`src/rtl/txn_sequencer.sv`:
```
// Coin-game transaction sequencer: power-up init, operand load by press/release, armed run, timed datapath reset.
// Moore outputs from registered state (one-cycle decision latency); buttons are levels, abort wins in LOAD/GAP/ARMED.
module txn_sequencer #(
  parameter int NUM_FIELDS     = 2,
  parameter int RESET_CYCLES   = 4,
  parameter int TIMEOUT_CYCLES = 0,
  parameter int CNT_W          = 8
) (
  input  logic                  clock,
  input  logic                  resetn,
  input  logic                  load_signal,
  input  logic                  start_signal,
  input  logic                  abort,
  input  logic                  done_table_init,
  input  logic                  finished_init,
  input  logic                  finished_transaction,
  output logic                  global_reset_n,
  output logic                  random_init,
  output logic                  init_memory,
  output logic                  load_memory,
  output logic [NUM_FIELDS-1:0] load_field,
  output logic                  start_transaction,
  output logic                  reset_others_n,
  output logic                  busy,
  output logic                  timeout_err,
  output logic [CNT_W-1:0]      txn_count
);

  localparam int FW = (NUM_FIELDS > 1) ? $clog2(NUM_FIELDS) : 1;
  localparam int TW = (TIMEOUT_CYCLES > 1) ? $clog2(TIMEOUT_CYCLES) : 1;
  localparam logic [FW-1:0] LAST_FIELD = FW'(NUM_FIELDS - 1);
  localparam logic [TW-1:0] TMAX       = TW'((TIMEOUT_CYCLES > 0) ? TIMEOUT_CYCLES - 1 : 0);
  localparam logic [7:0]    RMAX       = 8'(RESET_CYCLES - 1);

  typedef enum logic [3:0] {
    S_STARTUP    = 4'd0,
    S_INIT_TABLE = 4'd1,
    S_INIT_MEM   = 4'd2,
    S_CLEANUP    = 4'd3,
    S_IDLE       = 4'd4,
    S_LOAD       = 4'd5,
    S_GAP        = 4'd6,
    S_ARMED      = 4'd7,
    S_TXN        = 4'd8
  } state_t;

  state_t           state_q, state_d;
  logic [FW-1:0]    field_idx_q, field_idx_d;
  logic [TW-1:0]    tcnt_q, tcnt_d;
  logic [7:0]       rcnt_q, rcnt_d;
  logic             terr_q, terr_d;
  logic [CNT_W-1:0] cnt_q, cnt_d;

  always_ff @(posedge clock) begin
    if (!resetn) begin
      state_q     <= S_STARTUP;
      field_idx_q <= '0;
      tcnt_q      <= '0;
      rcnt_q      <= '0;
      terr_q      <= 1'b0;
      cnt_q       <= '0;
    end else begin
      state_q     <= state_d;
      field_idx_q <= field_idx_d;
      tcnt_q      <= tcnt_d;
      rcnt_q      <= rcnt_d;
      terr_q      <= terr_d;
      cnt_q       <= cnt_d;
    end
  end

  // Both cycle counters idle at zero outside their own state, so entry always starts a fresh count.
  always_comb begin
    state_d     = state_q;
    field_idx_d = field_idx_q;
    tcnt_d      = '0;
    rcnt_d      = '0;
    terr_d      = terr_q;
    cnt_d       = cnt_q;
    case (state_q)
      S_STARTUP:    state_d = S_INIT_TABLE;
      S_INIT_TABLE: if (done_table_init) state_d = S_INIT_MEM;
      S_INIT_MEM:   if (finished_init) state_d = S_CLEANUP;
      S_CLEANUP: begin
        if (rcnt_q == RMAX) state_d = S_IDLE;
        else                rcnt_d  = rcnt_q + 8'd1;
      end
      S_IDLE: begin
        if (load_signal) begin
          state_d     = S_LOAD;
          field_idx_d = '0;
          terr_d      = 1'b0;
        end
      end
      S_LOAD: begin
        if (abort)                           state_d = S_CLEANUP;
        else if (!load_signal)               state_d = (field_idx_q == LAST_FIELD) ? S_ARMED : S_GAP;
      end
      S_GAP: begin
        if (abort) state_d = S_CLEANUP;
        else if (load_signal) begin
          state_d     = S_LOAD;
          field_idx_d = field_idx_q + FW'(1);
        end
      end
      S_ARMED: begin
        if (abort)             state_d = S_CLEANUP;
        else if (start_signal) state_d = S_TXN;
      end
      S_TXN: begin
        if (finished_transaction) begin
          cnt_d   = cnt_q + CNT_W'(1);
          state_d = S_CLEANUP;
        end else if ((TIMEOUT_CYCLES > 0) && (tcnt_q == TMAX)) begin
          terr_d  = 1'b1;
          state_d = S_CLEANUP;
        end else begin
          tcnt_d = tcnt_q + TW'(1);
        end
      end
      default: state_d = S_STARTUP;
    endcase
  end

  always_comb begin
    global_reset_n    = 1'b1;
    random_init       = 1'b0;
    init_memory       = 1'b0;
    load_memory       = 1'b0;
    load_field        = '0;
    start_transaction = 1'b0;
    reset_others_n    = 1'b1;
    busy              = (state_q != S_IDLE);
    timeout_err       = terr_q;
    txn_count         = cnt_q;
    case (state_q)
      S_STARTUP:    global_reset_n    = 1'b0;
      S_INIT_TABLE: random_init       = 1'b1;
      S_INIT_MEM:   init_memory       = 1'b1;
      S_CLEANUP:    reset_others_n    = 1'b0;
      S_IDLE:       load_memory       = 1'b1;
      S_TXN:        start_transaction = 1'b1;
      S_LOAD: begin
        for (int i = 0; i < NUM_FIELDS; i++) load_field[i] = (field_idx_q == FW'(i));
      end
      default: ;
    endcase
  end

endmodule
```
`config.mk`:
```
export PLATFORM = sky130hd
export DESIGN_NAME = txn_sequencer
export DESIGN_NICKNAME = d
export VERILOG_FILES = /design/src/rtl/txn_sequencer.sv
export SDC_FILE = /design/constraint.sdc
export NUM_CORES = 1
export LEC_CHECK = 0
export BUFFER_PORTS_ARGS = -buffer_cell sky130_fd_sc_hd__buf_2
export CAP_MARGIN = 20
export CORE_MARGIN = 1
export CORE_UTILIZATION = 45
export DETAILED_ROUTE_END_ITERATION = 6
export GPL_ROUTABILITY_DRIVEN = 0
export GPL_TIMING_DRIVEN = 0
export PLACE_DENSITY = 0.68
export SLEW_MARGIN = 10
export SYNTH_ARGS = -nofsm -noshare
export SYNTH_HDL_FRONTEND = slang
export SYNTH_SLANG_ARGS = --single-unit
```
`constraint.sdc`:
```
create_clock -name clock -period 4.95 [get_ports clock]
set_clock_uncertainty 0.1 [all_clocks]
set_input_delay 0 -clock clock [delete_from_list [all_inputs] [get_ports clock]]
set_output_delay 0 -clock clock [all_outputs]
set_load 0.01 [all_outputs]
```
==> run_results.csv, run 1 <==
group,metric,value,unit
clock_network,cts_root_buffer,"clkbuf_4",
synthesis,async_reset_ff_share,0,%
finish,drive_gt1_share,22.5,%
sta,max_freq,526,MHz
sta,fin_setup_tns,0,ns
global_route,grt_pass1_wl,4.20,mm
clock_network,cts_made_buffers,3,
setup_path,worstPathArrival,2.04,ns
outcome,status,"complete, no violations",
setup_path,cp.required,5.09,ns
sta,finalHoldViolations,0,
synthesis,yosysTopAreaCell,"dfxtp_1",
setup_path,slowest_stage,"dfxtp_1",
synthesis,synth_edf_count,0,
sta,rsz0062_at_grt,"false",
finish,multiInputGateArea,752,um^2
global_route,grt_pass1_vias,997,
routing,first_iter_violations,14,
sta,final-setup-viol-count,0,
place,dp.final_hpwl,1.91,mm
power,totalPowerFinal,442,uW
die,core,2520,um^2
routing,drtAntennaViolNets,0,
finish,nFillCells,249,
power,p_per_area,311,nW/um^2
synthesis,avgSynthCellArea,8.73,um^2
clock_network,clk_latency,0.31,ns
clock_network,clock_path_buffers,2,
finish,finish.utilization,56.4,%
routing,drt-total-wl,2.48,mm
clock_network,clkSinkCount,21,
setup_path,r2r_cells,5,
setup_path,r2r_setup_slack,3.05,ns
worst_hold_path,hold_class,"input port to register",
finish,seqCellArea,420,um^2
flow_run,cap_violations,0,
routing,firstDrtPassIters,4,
power,vdd_ir_drop_max,0.230,mV
setup_path,crit_path_start_kind,"register",
global_route,grt_antenna_before_repair,0,
synthesis,netlist.area_leader.share,34.4,%
clock_network,cts_tree,"built",
global_route,grt_max_degree,13,
synthesis,yosysUniqueCellTypes,45,
die,rows,18,
power,leakage,0.000605,uW
sta,min_period_over_period,38.4,%
setup_path,reg2reg_to,"state_q[0]",
routing,wl_per_cell,12.4,um
setup_path,r2r-start,"rcnt_q[0]",
synthesis,synth_area,1220,um^2
setup_path,cp_max_fo,5,
global_route,grt-ovfl-total,0,
worst_hold_path,min_path_cells,3,
setup_path,cp_cell_sequence,"ha_1 -> nor4b_2 -> a211oi_2 -> nor4_2 -> mux2i_1",
synthesis,yosysWarnings,0,
synthesis,ys_top_cells_by_area,"dfxtp_1, xnor2_1, nand3_1",
routing,via_count,1074,
clock_network,path_clk_slew,0.12,ns
routing,post-route-drc-count,0,
finish,nets,180,
clock_network,cts_resized,0,
worst_hold_path,hold_end,"txn_count[4]",
synthesis,yosys_register_bits,21,
synthesis,syn-num-nets,150,
worst_hold_path,hold_start,"resetn",
finish,antenna-diode-count,0,
global_route,track_usage,19.7,%
die,initial_core_util,48.5,%
finish,mostFrequentLayoutCell,"buf_2",
setup_path,critPathKind,"register to register",
die,die_x,54.1,um
sta,period_minus_slack,1.90,ns
die,io_pins,26,
synthesis,syn_inst,140,
die,dieArea,2930,um^2
finish,final_cell_mix,"buf_2, dfxtp_1, nand2_1, nor2_1, nand3_1",
routing,routed_via_density,5.40,
place,port_buffers,23,
synthesis,ys.flop_type,"dfxtp_1",
die,fp.dieH,54.1,um
setup_path,critPathMaxStageDelay,0.41,ns
synthesis,ys_seq_area_share,34.4,%
sta,slew_viol_final,0,
finish,syn2layout_area_growth,16.4,%
clock_network,ctsHtreeMaxLevel,1,
setup_path,endpoint_kind,"register",
-- where the power goes --
part / internal, uW / switching (uW)
sequential: 179 / 15.5
clock: 30.2 / 53.4
combinational: 74.6 / 89.6
total: 283 / 159
-- cell type report --
type                       instances  share of cell area, %
multi-input combinational        109                   52.9
clock buffer                       3                   1.58
sequential                        21                   29.6
timing repair buffer              25                   9.50
tap                               30                   2.64
clock inverter                     1                  0.352
inverter                           2                  0.528
buffer                             8                   2.99
-- Yosys cell counts, types with 3 or more instances --
cell type  number
mux2i_1         4
nor3_1          3
xnor2_1         6
and2_1          5
nand3_1         9
xor2_1          5
a21oi_1         3
nand2_1        11
nor2b_1         5
clkbuf_1        4
dfxtp_1        21
o21ai_0         5
nand2b_1        5
nor2_1         10
and3_1          5
-- how the worst max path moves through the flow --
stage	start	end	slack (ns)
2_1_floorplan	rcnt_q[0]	state_q[0]	3.29
3_3_place_gp	rcnt_q[0]	state_q[0]	3.11
3_5_place_dp	rcnt_q[0]	state_q[0]	3.08
4_1_cts	rcnt_q[0]	state_q[0]	3.05
5_1_grt	state_q[2]	load_memory	2.94
6_report	rcnt_q[0]	state_q[0]	3.05
-- sequential cells by signal (all words and copies together) (netlist names) --
register	cells
rcnt_q	8
state_q	4
field_idx_q	1
txn_count	8
-- kinds of logic (layout without fill, tap and decap cells) --
logic type / count (synthesis) / in the layout / synth area share, %
fa+ha+maj: 2 / 2 / 2.05
other cells: 1 / 1 / 0.307
simple gates: 72 / 72 / 36.2
flops: 21 / 21 / 34.4
compound gates: 19 / 19 / 11.8
xor+xnor: 11 / 11 / 7.88
mux: 4 / 4 / 3.28
buf+inv: 10 / 39 / 4.09
-- stage by stage --
stage | area, um^2 | setup slack, ns | hold slack, ns | std cells
6_report | 1420 | 3.05 | 0.0203 | 199
5_1_grt | 1420 | 2.94 | 0.0327 | 199
4_1_cts | 1420 | 3.05 | 0.0239 | 199
3_5_place_dp | 1380 | 3.08 | 0.265 | 193
3_3_place_gp | 1380 | 3.11 | 0.237 | 193
2_1_floorplan | 1220 | 3.29 | 0.0685 | 140
-- per-layer routing --
metal	share of wire, %	track usage [%]	wire, um
met5	0	0	0
met4	1.1	7.26	27
met3	4.3	3.67	107
met2	47	32.7	1160
met1	48	25.1	1180
-- worst max-delay path, delay by kind of cell (launching register included) --
kind,cells,cell delay [ns]
adders and majority gates,1,0.26
and+or+nand+nor,2,0.69
muxes,1,0.22
AOI/OAI and AO/OA,1,0.15
DFF,1,0.41
-- what timing repair did --
| action | in CTS | in global routing |
|---|---|---|
| buffers inserted | 0 | 0 |
| hold buffers | 2 | 0 |
| endpoints found under the hold margin | 2 | 0 |
Note: power is estimated with default switching activity, not from simulation.
==> run 2: changes to the inputs <==
PLACE_DENSITY = 0.7   (was 0.68)
clock period = 1.67 ns   (was 4.95 ns; I/O delays follow)
==> run 2 against run 1 <==
Effect of this change:
- the run now ends with setup timing left
- register-to-register slack got worse by 3.1 ns
- setup slack lost 3.1 ns
- critical endpoint is now state_q[2]
- clock power increased to 3.1 times the previous value
- sequential share of layout area fell by 1.9 points
- die area unchanged
- via count increased by 7.4%
- clock-buffer cell count unchanged
- fmax is 12% higher
- non-clock buffer count is 6 higher
- global-route usage increased by 2.3 points
- highest routed layer unchanged
- first-iteration DRC count is 43% higher
==> run_results.csv, run 2 (same netlist as run 1, synthesis figures left out) <==
group,metric,value,unit
global_route,grt_antenna_before_repair,0,
worst_hold_path,hold_class,"input port to register",
die,initial_core_util,48.5,%
setup_path,startpoint,"state_q[1]",
finish,antenna-diode-count,0,
sta,slew_viol_final,0,
setup_path,cp_cell_sequence,"buf_6 -> or3b_1 -> a211oi_4 -> nor3_1 -> o211a_1",
setup_path,cp_num_buf_inv,1,
routing,routed_via_density,5.63,
power,p_per_area,953,nW/um^2
outcome,status,"finished with violations",
finish,final_cell_mix,"buf_2, dfxtp_1, nand2_1, nor2_1, nand3_1",
finish,nets,186,
die,core,2520,um^2
finish,drive_gt1_share,33.1,%
setup_path,r2r-start,"state_q[1]",
die,die_x,54.1,um
global_route,grt_pass1_vias,1076,
power,totalPowerFinal,1510,uW
clock_network,ctsHtreeMaxLevel,1,
setup_path,critical-path-top-delay-family,"simple AND/OR/NAND/NOR gates",
clock_network,path_clk_slew,0.13,ns
finish,mostFrequentLayoutCell,"buf_2",
routing,via_count,1154,
finish,final_cells,205,
die,fp.dieH,54.1,um
sta,period_minus_slack,1.70,ns
power,leakage,0.000661,uW
setup_path,crit_path_start_kind,"register",
power,vdd_ir_drop_max,0.544,mV
setup_path,cp.required,1.79,ns
die,dieArea,2930,um^2
routing,wl_per_cell,14.4,um
clock_network,cts_made_buffers,3,
clock_network,clock_path_buffers,2,
global_route,track_usage,22.0,%
place,port_buffers,23,
routing,firstDrtPassIters,4,
setup_path,slowest_stage,"dfxtp_2",
routing,post-route-drc-count,0,
sta,finalHoldViolations,0,
worst_hold_path,hold_start,"resetn",
sta,rsz0062_at_grt,"true",
setup_path,r2r_setup_slack,-0.03,ns
place,place_inst,193,
clock_network,cts_tree,"built",
sta,fin_setup_tns,-0.0312,ns
global_route,grt_max_degree,13,
clock_network,clkSinkCount,21,
global_route,grt_pass1_wl,4.65,mm
clock_network,clk_latency,0.31,ns
routing,drtAntennaViolNets,0,
sta,max_freq,590,MHz
setup_path,cp_max_fo,10,
setup_path,worstPathArrival,1.82,ns
finish,syn2layout_area_growth,29.5,%
clock_network,cts_root_buffer,"clkbuf_4",
place,dp.final_hpwl,1.96,mm
sta,min_period_over_period,102,%
setup_path,critPathKind,"register to register",
flow_run,cap_violations,0,
setup_path,critPathMaxStageDelay,0.40,ns
routing,drt-total-wl,2.96,mm
setup_path,endpoint_kind,"register",
routing,first_iter_violations,20,
die,io_pins,26,
sta,fin_ws,-0.0257,ns
global_route,grt-ovfl-total,0,
outcome,failed_checks,"setup timing",
sta,final-setup-viol-count,3,
die,rows,18,
run 2: cell count changes in the layout (fill, tap and decap cells not counted), sizes merged:
cell,change
buf,+8
clkbuf,-2
run 2: report_power, final:
part | total [uW] | switching, uW | internal (uW) | leakage [uW]
registers | 595 | 55.3 | 540 | 0.000173
clock network | 261 | 171 | 89.6 | 0.0000177
logic | 652 | 323 | 329 | 0.000470
run 2: layout make-up:
type | count | area [um^2]
multi-input cells | 109 | 811
inverters | 2 | 7.51
flip-flops and latches | 21 | 438
well taps | 30 | 37.5
repair buffers | 31 | 193
clock inverters | 1 | 5.00
clock buffers | 3 | 22.5
plain buffers | 8 | 68.8
fillers | 222 | 940
run 2: through the flow:
step                hold slack (ns)  instance area, um^2  setup slack, ns  utilization [%]
finish                       0.0360                 1580          -0.0257             62.7
global route                 0.0238                 1580           -0.104             62.7
CTS                          0.0206                 1470         0.000302             58.1
detailed placement            0.247                 1380           -0.153             54.5
global placement              0.233                 1380           -0.165             54.5
floorplan                    0.0685                 1220          0.00509                -
run 2: repair_timing:
action                                  4_1_cts  5_1_grt
endpoints found under the hold margin         2        0
setup buffers                                 1        5
hold buffers                                  2        0
pin swaps                                     3        6
endpoints found under the setup margin       17       16
gates resized for setup                      15       19
run 2: routing by layer:
layer,vias to the layer above,wire length [um],global-route usage [%]
li1,558,-,-
met2,25,1470,37.8
met1,566,1340,27.2
met4,0,39,7.26
met3,5,108,4.24
met5,-,0,0
run 2: final timing paths:
kind                   to  cells past startpoint
max            state_q[2]                      5
min          txn_count[4]                      3
max reg2reg    state_q[2]                      5
min reg2reg     rcnt_q[0]                      1
run 2: worst min-delay path, stage by stage:
cell and delay (ns):
clkbuf_1 0.22, nand2_1 0.13, mux2i_1 0.06
==> run 3: changes to the inputs <==
ABC_AREA = 1   (was default)
CORE_UTILIZATION = 48   (was 45)
PLACE_DENSITY = 0.74   (was 0.7)
==> run 3 against run 2 <==
Effect of this change:
- the run now ends clean
- clock power decreased by 8.4%
- final area decreased by 6.7%
- routed wire length decreased by 15%
- combinational power about the same
- flip-flop and latch count unchanged
- utilization decreased by 2.6 points
- die area decreased by 4.7%
- synthesized cell count increased by 40%
- critical endpoint is now txn_count[4]
- largest cell class unchanged
==> run_results.csv, run 3 <==
group,metric,value,unit
global_route,grt-ovfl-total,0,
worst_hold_path,min_path_cells,5,
synthesis,ys_seq_area_share,33.9,%
routing,first_iter_violations,28,
setup_path,worstPathArrival,1.62,ns
outcome,status,"complete, no violations",
setup_path,cp_cell_sequence,"nor2_2 -> nand3_2 -> nor2_4 -> nand3_1 -> o21ai_0 -> a21oi_1",
routing,via_count,1213,
sta,final-setup-viol-count,0,
synthesis,yosysTopAreaCell,"dfxtp_1",
finish,nets,240,
die,io_pins,26,
clock_network,cts_tree,"built",
routing,drtAntennaViolNets,0,
global_route,grt_pass1_vias,1042,
routing,firstDrtPassIters,4,
synthesis,syn-num-nets,206,
worst_hold_path,hold_start,"finished_transaction",
sta,whs,0.0155,ns
sta,slew_viol_final,0,
synthesis,synth_area,1240,um^2
setup_path,cp.required,1.77,ns
clock_network,path_clk_slew,0.11,ns
routing,drt-total-wl,2.51,mm
synthesis,ys.flop_type,"dfxtp_1",
finish,mostFrequentLayoutCell,"nand2_1",
synthesis,synth_edf_count,0,
routing,routed_via_density,4.68,
synthesis,yosysUniqueCellTypes,26,
finish,antenna-diode-count,0,
setup_path,critical-path-top-delay-family,"simple AND/OR/NAND/NOR gates",
sta,max_freq,659,MHz
synthesis,yosysWarnings,0,
finish,final_cell_mix,"nand2_1, inv_1, nor2_1, buf_2, dfxtp_1",
setup_path,worst-path-stages,6,
clock_network,ctsHtreeMaxLevel,1,
power,vdd_ir_drop_max,0.531,mV
clock_network,cts_made_buffers,3,
setup_path,r2r-start,"state_q[0]",
flow_run,cap_violations,0,
setup_path,endpoint_kind,"register",
synthesis,ys_top_cells_by_area,"dfxtp_1, nand2_1, inv_1",
synthesis,synth_most_common_cell,"nand2_1",
place,dp.final_hpwl,1.92,mm
worst_hold_path,hold_end,"txn_count[2]",
finish,drive_gt1_share,22.7,%
clock_network,clk_latency,0.30,ns
sta,finalHoldViolations,0,
finish,syn2layout_area_growth,19.1,%
setup_path,crit_path_start_kind,"register",
synthesis,yosys_register_bits,21,
setup_path,slowest_stage,"dfxtp_2",
setup_path,critPathMaxStageDelay,0.37,ns
die,die_x,52.8,um
worst_hold_path,hold_class,"input port to register",
finish,finish.utilization,60.1,%
routing,post-route-drc-count,0,
setup_path,reg2reg_to,"txn_count[4]",
setup_path,r2r_setup_slack,0.15,ns
global_route,grt_max_degree,12,
power,p_per_area,1020,nW/um^2
setup_path,critPathKind,"register to register",
sta,rsz0062_at_grt,"false",
global_route,grt_pass1_wl,4.25,mm
synthesis,netlist.area_leader.share,33.9,%
die,core,2450,um^2
die,rows,18,
synthesis,syn_inst,196,
synthesis,async_reset_ff_share,0,%
die,initial_core_util,50.5,%
clock_network,clkSinkCount,21,
sta,min_period_over_period,90.9,%
synthesis,synth_commonest_cells,"nand2_1, inv_1, nor2_1",
die,fp.dieH,52.8,um
setup_path,r2r_cells,6,
power,leakage,0.000742,uW
die,dieArea,2790,um^2
synthesis,avgSynthCellArea,6.33,um^2
setup_path,cp_num_buf_inv,0,
clock_network,clock_path_buffers,2,
sta,period_minus_slack,1.52,ns
global_route,track_usage,20.3,%
global_route,grt_antenna_before_repair,0,
setup_path,cp_max_fo,7,
power,totalPowerFinal,1510,uW
sta,fin_setup_tns,0,ns
routing,wl_per_cell,9.70,um
clock_network,cts_root_buffer,"clkbuf_4",
place,port_buffers,24,
## run 3: changes by cell type after synthesis, sizes merged, moves of 6 or more
cell | previous run | this run
xnor2 | 6 | 0
nor2 | 10 | 37
nand2 | 11 | 53
inv | 2 | 33
a21oi | 3 | 12
## run 3: tightest hold or removal path: cells and delay by family
kind,cells,cell delay [ns]
AND/OR/NAND/NOR,2,0.13
AO/OA/AOI/OAI,1,0.06
buffers and inverters,2,0.20
## run 3: logic make-up (layout without fill, tap and decap cells)
family,Yosys count,in the layout,share of synthesized area (%)
and+or+nand+nor,114,114,42.6
buffers and inverters,36,69,11.5
AOI/OAI and AO/OA,21,21,8.98
DFF,21,21,33.9
adders and majority gates,2,2,2.02
other,1,1,0.302
xor gates and xnor gates,1,1,0.706
## run 3: timing repair
item | CTS | global route
hold buffers | 2 | 0
buffers inserted | 0 | 3
resized for setup | 0 | 6
endpoints found under the setup margin | 0 | 8
endpoints found under the hold margin | 12 | 0
## run 3: power breakdown
| part | total [uW] | internal [uW] | switching [uW] |
|---|---|---|---|
| clock | 239 | 93.0 | 146 |
| combinational | 650 | 242 | 409 |
| sequential | 620 | 554 | 66.6 |
## run 3: per-layer routing
| metal | GRT usage [%] | vias up | routed length [um] |
|---|---|---|---|
| met4 | 7.89 | 0 | 30 |
| met3 | 1.74 | 4 | 100 |
| met2 | 35.2 | 31 | 1110 |
| met5 | 0 | - | 0 |
| met1 | 25.6 | 502 | 1270 |
| li1 | - | 676 | - |
## run 3: worst max path at each step
stage	from	slack [ns]	end
5_1_grt	rcnt_q[1]	0.01	state_q[1]
6_report	state_q[0]	0.15	txn_count[4]
4_1_cts	state_q[0]	0.11	txn_count[4]
2_1_floorplan	rcnt_q[0]	0.31	state_q[3]
3_5_place_dp	rcnt_q[0]	0.15	state_q[2]
3_3_place_gp	state_q[0]	0.16	txn_count[6]
## run 3: layout make-up
type | count | area [um^2]
Timing Repair Buffer | 29 | 163
Fill cell | 251 | 978
Buffer | 2 | 15.0
Clock buffer | 4 | 26.3
Sequential cell | 21 | 425
Inverter | 34 | 128
Tap cell | 30 | 37.5
Multi-Input combinational cell | 139 | 682
## run 3: per-stage QoR
stage	instances	instance area [um^2]	worst slack (ns)
2_1_floorplan	196	1240	0.306
3_3_place_gp	250	1400	0.165
3_5_place_dp	250	1400	0.149
4_1_cts	256	1440	0.108
5_1_grt	259	1480	0.0125
6_report	259	1480	0.152
